[config.mk]
export PLATFORM = sky130hd
export DESIGN_NAME = ssd_scan_driver
export DESIGN_NICKNAME = d
export VERILOG_FILES = /design/src/rtl/ssd_scan_driver.sv
export SDC_FILE = /design/constraint.sdc
export NUM_CORES = 1
export LEC_CHECK = 0
export ABC_AREA = 1
export CAP_MARGIN = 20
export CORE_MARGIN = 10
export CORE_UTILIZATION = 68
export CTS_CLUSTER_DIAMETER = 120
export DETAILED_ROUTE_END_ITERATION = 12
export DONT_BUFFER_PORTS = 1
export PLACE_DENSITY = 0.85
export SYNTH_ARGS = -nofsm -noshare
export SYNTH_HDL_FRONTEND = slang
export SYNTH_SLANG_ARGS = --single-unit
[constraint.sdc]
create_clock -name Clk -period 6.6 [get_ports Clk]
set_input_delay 0.99 -clock Clk [delete_from_list [all_inputs] [get_ports Clk]]
set_output_delay 0.99 -clock Clk [all_outputs]
set_load 0.005 [all_outputs]
[src/rtl/ssd_scan_driver.sv]
// Multiplexed N-digit seven-segment scan driver with per-digit dot point and blink,
// anti-ghost blanking at the start of each dwell, and a frame-aligned double-buffered load.
module ssd_scan_driver #(
    parameter int unsigned N_DIGITS     = 8,
    parameter int unsigned SCAN_DIV     = 131072,
    parameter int unsigned BLANK_CYCLES = 512,
    parameter int unsigned BLINK_FRAMES = 64
) (
    input  logic                  Clk,
    input  logic                  Reset_n,
    input  logic                  load,
    input  logic [5*N_DIGITS-1:0] glyph_in,
    input  logic [N_DIGITS-1:0]   dp_in,
    input  logic [N_DIGITS-1:0]   blink_in,
    output logic                  load_ack,
    output logic                  frame_done,
    output logic [N_DIGITS-1:0]   An,
    output logic [7:0]            Cath
);

    localparam int unsigned DwellW = $clog2(SCAN_DIV);
    localparam int unsigned IdxW   = (N_DIGITS > 1) ? $clog2(N_DIGITS) : 1;
    localparam int unsigned FrameW = (BLINK_FRAMES > 1) ? $clog2(BLINK_FRAMES) : 1;

    localparam logic [DwellW-1:0] DwellLast  = DwellW'(SCAN_DIV - 1);
    localparam logic [DwellW-1:0] BlankEnd   = DwellW'(BLANK_CYCLES);
    localparam logic [IdxW-1:0]   IdxLast    = IdxW'(N_DIGITS - 1);
    localparam logic [FrameW-1:0] FrameLast  = FrameW'(BLINK_FRAMES - 1);

    localparam logic [4:0] GlyphOff = 5'b10000;

    // Scan timing state
    logic [DwellW-1:0] dwell_q, dwell_d;
    logic [IdxW-1:0]   idx_q, idx_d;
    logic [FrameW-1:0] frame_q, frame_d;
    logic              phase_q, phase_d;
    logic              dwell_end;
    logic              wrap;

    // Staging (written by load) and shadow (what the display scans)
    logic [N_DIGITS-1:0][4:0] stage_glyph_q, stage_glyph_d;
    logic [N_DIGITS-1:0]      stage_dp_q, stage_dp_d;
    logic [N_DIGITS-1:0]      stage_blink_q, stage_blink_d;
    logic [N_DIGITS-1:0][4:0] shadow_glyph_q, shadow_glyph_d;
    logic [N_DIGITS-1:0]      shadow_dp_q, shadow_dp_d;
    logic [N_DIGITS-1:0]      shadow_blink_q, shadow_blink_d;
    logic                     pending_q, pending_d;
    logic                     commit;

    // Registered outputs
    logic [N_DIGITS-1:0] an_q, an_d;
    logic [7:0]          cath_q, cath_d;
    logic                load_ack_q;
    logic                frame_done_q;

    logic [4:0] cur_glyph;
    logic       cur_dp;
    logic       cur_blink;

    function automatic logic [6:0] decode_glyph(input logic [4:0] code);
        logic [6:0] seg;
        case (code)
            5'h00:   seg = 7'b0000001;
            5'h01:   seg = 7'b1001111;
            5'h02:   seg = 7'b0010010;
            5'h03:   seg = 7'b0000110;
            5'h04:   seg = 7'b1001100;
            5'h05:   seg = 7'b0100100;
            5'h06:   seg = 7'b0100000;
            5'h07:   seg = 7'b0001111;
            5'h08:   seg = 7'b0000000;
            5'h09:   seg = 7'b0000100;
            5'h0A:   seg = 7'b0001000;
            5'h0B:   seg = 7'b1100000;
            5'h0C:   seg = 7'b0110001;
            5'h0D:   seg = 7'b1000010;
            5'h0E:   seg = 7'b0110000;
            5'h0F:   seg = 7'b0111000;
            5'h11:   seg = 7'b1000100;
            5'h12:   seg = 7'b0000010;
            5'h13:   seg = 7'b1110001;
            default: seg = 7'b1111111;
        endcase
        return seg;
    endfunction

    // Dwell / digit / frame / blink-phase counters
    always_comb begin
        dwell_end = (dwell_q == DwellLast);
        wrap      = dwell_end && (idx_q == IdxLast);
        dwell_d   = dwell_end ? '0 : dwell_q + 1'b1;
        idx_d     = idx_q;
        frame_d   = frame_q;
        phase_d   = phase_q;
        if (dwell_end) begin
            idx_d = (idx_q == IdxLast) ? '0 : idx_q + 1'b1;
        end
        if (wrap) begin
            if (frame_q == FrameLast) begin
                frame_d = '0;
                phase_d = ~phase_q;
            end else begin
                frame_d = frame_q + 1'b1;
            end
        end
    end

    // Commit takes the pre-edge staging; a load on the same edge re-arms pending
    always_comb begin
        stage_glyph_d  = stage_glyph_q;
        stage_dp_d     = stage_dp_q;
        stage_blink_d  = stage_blink_q;
        shadow_glyph_d = shadow_glyph_q;
        shadow_dp_d    = shadow_dp_q;
        shadow_blink_d = shadow_blink_q;
        pending_d      = pending_q;
        commit         = wrap && pending_q;
        if (commit) begin
            shadow_glyph_d = stage_glyph_q;
            shadow_dp_d    = stage_dp_q;
            shadow_blink_d = stage_blink_q;
            pending_d      = 1'b0;
        end
        if (load) begin
            stage_glyph_d = glyph_in;
            stage_dp_d    = dp_in;
            stage_blink_d = blink_in;
            pending_d     = 1'b1;
        end
    end

    // Anode / cathode drive, one cycle behind the counter state
    always_comb begin
        cur_glyph = shadow_glyph_q[idx_q];
        cur_dp    = shadow_dp_q[idx_q];
        cur_blink = shadow_blink_q[idx_q];
        an_d      = '1;
        cath_d    = 8'hFF;
        if (dwell_q >= BlankEnd) begin
            for (int unsigned k = 0; k < N_DIGITS; k++) begin
                an_d[k] = (idx_q != IdxW'(k));
            end
            if (!(phase_q && cur_blink)) begin
                cath_d = {decode_glyph(cur_glyph), ~cur_dp};
            end
        end
    end

    always_ff @(posedge Clk or negedge Reset_n) begin
        if (!Reset_n) begin
            dwell_q        <= '0;
            idx_q          <= '0;
            frame_q        <= '0;
            phase_q        <= 1'b0;
            stage_glyph_q  <= {N_DIGITS{GlyphOff}};
            stage_dp_q     <= '0;
            stage_blink_q  <= '0;
            shadow_glyph_q <= {N_DIGITS{GlyphOff}};
            shadow_dp_q    <= '0;
            shadow_blink_q <= '0;
            pending_q      <= 1'b0;
            an_q           <= '1;
            cath_q         <= 8'hFF;
            load_ack_q     <= 1'b0;
            frame_done_q   <= 1'b0;
        end else begin
            dwell_q        <= dwell_d;
            idx_q          <= idx_d;
            frame_q        <= frame_d;
            phase_q        <= phase_d;
            stage_glyph_q  <= stage_glyph_d;
            stage_dp_q     <= stage_dp_d;
            stage_blink_q  <= stage_blink_d;
            shadow_glyph_q <= shadow_glyph_d;
            shadow_dp_q    <= shadow_dp_d;
            shadow_blink_q <= shadow_blink_d;
            pending_q      <= pending_d;
            an_q           <= an_d;
            cath_q         <= cath_d;
            load_ack_q     <= commit;
            frame_done_q   <= wrap;
        end
    end

    assign An         = an_q;
    assign Cath       = cath_q;
    assign load_ack   = load_ack_q;
    assign frame_done = frame_done_q;

endmodule

Word-level counts from Yosys, hierarchy flattened --
Memories as Yosys holds them, arrays and structs flattened. Index checks and enable logic that the tools add are counted.
Word-level totals: flip-flop bits (word level) 158, ROM bits 224, input port bits 59, logic and storage cells 67, memories 1
Operators by class: add/subtract/negate cells 3, order comparisons 2, equality and inequality tests 10, multiplexer cells 14, bitwise gates (word level) 2, reduce and logical (&&, ||, !) cells 6
Memories:
- (name not given) | words 32, bits a word 7, read ports 1, clocked after Yosys merged registers in 0, write ports 0, RTL line 62 | case (code)
Operators with widths (count):
- 2-to-1 mux 8 bit | 3
- adder 17 x 1 -> 17 bit, second input constant | 1
- equality test 17 bit, second input constant | 1
- >= comparator 17 x 10 -> 1 bit, second input constant | 1
- 2-to-1 mux 17 bit | 1
- binary-select mux 5 bit (select 3 bit) | 1
- != test 3 bit, second input constant | 4
- adder 6 x 1 -> 6 bit, second input constant | 1
- binary-select mux 1 bit (select 3 bit) | 2
- equality test 6 bit, second input constant | 1
- 2-to-1 mux 6 bit | 1
- != test 3 x 2 -> 1 bit, second input constant | 2
- 2-to-1 mux 5 bit | 1
- < comparator 3 x 4 -> 1 bit, second input constant | 1
- 2-to-1 mux 1 bit | 4
- adder 3 x 1 -> 3 bit, second input constant | 1
- equality test 3 bit, second input constant | 1
- logical AND 1 bit | 3
- 2-to-1 mux 3 bit | 1
- != test 3 x 1 -> 1 bit, second input constant | 1
- nonzero test 3 bit | 1
- inverter 1 bit | 2
- AND reduction 2 bit | 1
- nonzero test 2 bit | 1

Depth between registers and ports, before layout --
depth after elaboration 5, mapped depth 16, mapped depth without buffers 15

Least setup slack after synthesis --
Ideal clock, no wire load.
path kind register to register, start reg dwell_q[0], end reg shadow_glyph_q[33] in the netlist's numbering, arrival 2.341 ns, required time 6.474 ns, path slack 4.132 ns, cell stages (with the launch flop) 15, buffers on the path 2, cells stage by stage dfrtp_1 > ha_1 > nand2_1 > inv_2 > nand3_1 > nor2_2 > nand4_1 > or2_1 > nor3b_2 > ha_1 > nand2_1 > nor2_2 > buf_2 > buf_2 > o21ai_0
On the way: cells in the longest elaborated chain, start to end 3
RTL lines:
- from (decl) | RTL line 33 | logic [DwellW-1:0] dwell_q, dwell_d;
- from (signal assigned) | RTL line 167 | dwell_q <= dwell_d;
- equality test 17 bit | RTL line 89 | dwell_end = (dwell_q == DwellLast);
- logical AND 1 bit | RTL line 90 | wrap = dwell_end && (idx_q == IdxLast);
- logical AND 1 bit | RTL line 117 | commit = wrap && pending_q;
- via commit | RTL line 48 | logic commit;
- to (signal assigned) | RTL line 158 | shadow_glyph_q <= {N_DIGITS{GlyphOff}};
- to (signal assigned) | RTL line 174 | shadow_glyph_q <= shadow_glyph_d;
- to (decl) | RTL line 44 | logic [N_DIGITS-1:0][4:0] shadow_glyph_q, shadow_glyph_d;
The timed path passes the listed nets, and every way through them passes these cells. A chain may end at the register's enable or synchronous reset.

Worst setup path after layout --
start reg dwell_q[0], end reg shadow_glyph_q[31] in the netlist's numbering
On the way: cells in the longest elaborated chain, start to end 3
RTL lines (RTL line):
- equality test 17 bit | 89
- logical AND 1 bit | 90
- logical AND 1 bit | 117
Every way passes these cells.

==> metrics <==
status=completed; slew margin rel.=between 40% and 50%; setup TNS=0 ns; # DRC=0; Post-Syn Instances=roughly 820; Routed Antenna Nets=0; Synth area leaders=dfrtp_1 (44%), nand2_1 (15%), dfstp_2 (12%); most common cell after layout, fill and taps aside=nand2_1; Crit Reg-Reg Startpoint=dwell_q[0]; Final min period=3.68 ns; Max IR drop VDD=just over 200 uV; Fillers=734; Setup Viol. Count Final=0; WP data arrival=slightly above 4 ns; Netlist cell types=36; worst-case reg-to-reg path depth=15; antenna violations before repair=0; clk sinks=158; RSZ-0062 raised after global routing=false; Worst Tran Pin Value=slightly below 0.9 ns; Post-Syn Area per Cell=8.63 sq um; CP bufs+invs=3; Max Freq=0.271 GHz; drt total wl=about 15000 um; multi-input logic area=2570 sq um; Layout Nets=882; design area=between 7000 and 8000 sq um; Post-Syn Area=roughly 7100 sq um; CP Capture Type=flip-flop; clk_lat worst skew=between 0.5 and 0.6 ns; slowest stage delay, CP=0.42 ns; share of layout cells above drive strength 1=11.0%; DRT Pass-1 Iters=5; total of max-cap violations=0; power per cell area=approximately 260 nW/um^2; final hold vios=0; CP required=6.98 ns; die area=~15000 sq um; CP delay by family, top=simple AND/OR/NAND/NOR gates; Reg clk slew, reported paths=approximately 0.060 ns; Startpoint Class=flip-flop; diode count=0; Total Power=1.98 mW; worst reg-to-reg setup slack=slightly below 3 ns; Yosys top cell by area=dfrtp_1; crit-path max FO=60; Yosys reg bits=about 160; area grow syn2layout=7.56%; total number of vias=5282; io pins=77; Tot GR Track Use=approximately 21%; Detail Placement HPWL=around 9700 um; final cycle utilization of the critical path=between 50% and 60%; Post-CTS Resized=0; Crit Path Category=flip-flop to flip-flop; Synthesis Warnings=0; Initial Util=69.2%; first-pass GRT wire length=~25000 um; CTS tree=done; Final Util=approximately three quarters; # hold bufs at CTS=0; CP dominant cell by count=nand2_1; crit-path cells=ha_1, nand2_1, inv_2, nand3_1, nor2_2, nand4_1, or2_1, nor3b_2, ha_1, nand2_1, nor2_4, buf_4, inv_2, nand2_1, o21ai_0; die height=around 120 um; Slew Limit Fails=0; number of H-tree levels=4; Avg WL per Cell=~15 um; Placed Cells=924; CTS root buf=clkbuf_8; Yosys top cell area share=around 44%; Hold Crit Class=primary input to async pin; Synthesized Nets=~900; register area share after synthesis=about 56%; vias per cell=about 5.5; GPL Wtd Cong=between 0.8 and 0.9; Cell Rows=37; most frequent cells in the layout=nand2_1 (282), dfrtp_1 (126), o21ai_0 (102); Placement Cell Area=between 7000 and 8000 sq um; FF/Latch Area=between 3000 and 4000 sq um; Crit-path slowest cell=buf_4; Congestion Overflow GR=0; postcts setup bufs=0; I/O Buffers=0; Layout Skew=just over 0.01 ns; Lkg Pwr=approximately 3.7 nW; deepest clock path buffer count=2; non-filler cells, final=between 900 and 1000; Horiz. Die Dim=~120 um; largest net degree at the start of global routing=around 160; Num CTS Buffers=17; core area=10300 sq um; vias in the first global route=roughly 5200; worst reg2reg path endpoint=shadow_glyph_q[31]; 1st-iter DRT viols=488
==> registers in the layout, indices dropped and copies added (netlist names) <==
name,cells
An,8
Cath,8
dwell_q,17
frame_done,1
frame_q,6
idx_q,3
load_ack,1
pending_q,1
phase_q,1
shadow_blink_q,8
shadow_dp_q,8
shadow_glyph_q,40
stage_blink_q,8
stage_dp_q,8
stage_glyph_q,40
==> logic make-up after synthesis <==
kind of cell / after synthesis / share of synthesized area [%]
simple gates: 392 / 23.3
xor+xnor: 5 / 0.616
compound gates: 129 / 9.36
fa+ha+maj: 16 / 2.81
buf+inv: 124 / 7.77
flops: 158 / 56.1
==> stage by stage <==
stage	hold WS [ns]	setup WS, ns
2_1_floorplan	0.442	4.13
3_3_place_gp	0.458	3.21
3_5_place_dp	0.462	3.02
4_1_cts	0.127	2.96
5_1_grt	0.112	2.48
6_report	0.142	2.92
==> how the worst max path moves through the flow <==
stage               start            endpoint  slack [ns]  cells past startpoint
2_1_floorplan  dwell_q[0]  shadow_glyph_q[33]        4.13                     14
3_3_place_gp   dwell_q[0]      shadow_dp_q[2]        3.21                     15
3_5_place_dp   dwell_q[0]      shadow_dp_q[4]        3.02                     14
4_1_cts        dwell_q[0]  shadow_glyph_q[31]        2.96                     15
5_1_grt        dwell_q[0]  shadow_glyph_q[31]        2.48                     15
6_report       dwell_q[0]  shadow_glyph_q[31]        2.92                     15
==> synth_stat cells, drive strengths merged <==
library cell / n
nand2: 288
dfrtp: 126
o21ai: 105
inv: 86
nand3: 56
nor2: 36
dfstp: 32
clkbuf: 24
a21oi: 19
ha: 16
buf: 14
nor4: 3
xor2: 3
and2: 2
nand3b: 2
nand4: 2
xnor2: 2
a211oi: 1
nor3: 1
nor3b: 1
o2111ai: 1
o21ba: 1
o221ai: 1
o22ai: 1
or2: 1
==> area by class of cell <==
type / count / share of cell area (%)
multi-input cells: 542 / 33.6
clock buffers: 28 / 7.18
clock inverters: 4 / 0.278
flip-flops and latches: 158 / 52.2
inverters: 86 / 4.32
well taps: 136 / 2.22
repair buffers: 2 / 0.196
==> report_power, final <==
group	switching (mW)	internal, mW
Sequential	0.0140	1.00
Clock	0.364	0.559
Combinational	0.0253	0.0144
==> layer usage <==
metal,vias up,GRT usage (%),wire (um)
met4,0,7.29,140
met1,2531,25.4,6170
met5,-,0,0
li1,2560,-,-
met2,178,33.5,7230
met3,13,7.21,1080
==> worst reg2reg max path: stages, from the launching register on <==
cell     delay [ns]
dfrtp_1        0.39
ha_1           0.18
nand2_1        0.07
inv_2          0.06
nand3_1        0.11
nor2_2         0.19
nand4_1        0.12
or2_1          0.25
nor3b_2        0.17
ha_1           0.41
nand2_1        0.27
nor2_4         0.13
buf_4          0.42
inv_2          0.43
nand2_1        0.20
o21ai_0        0.12
Power figures use the tool's default switching activity.
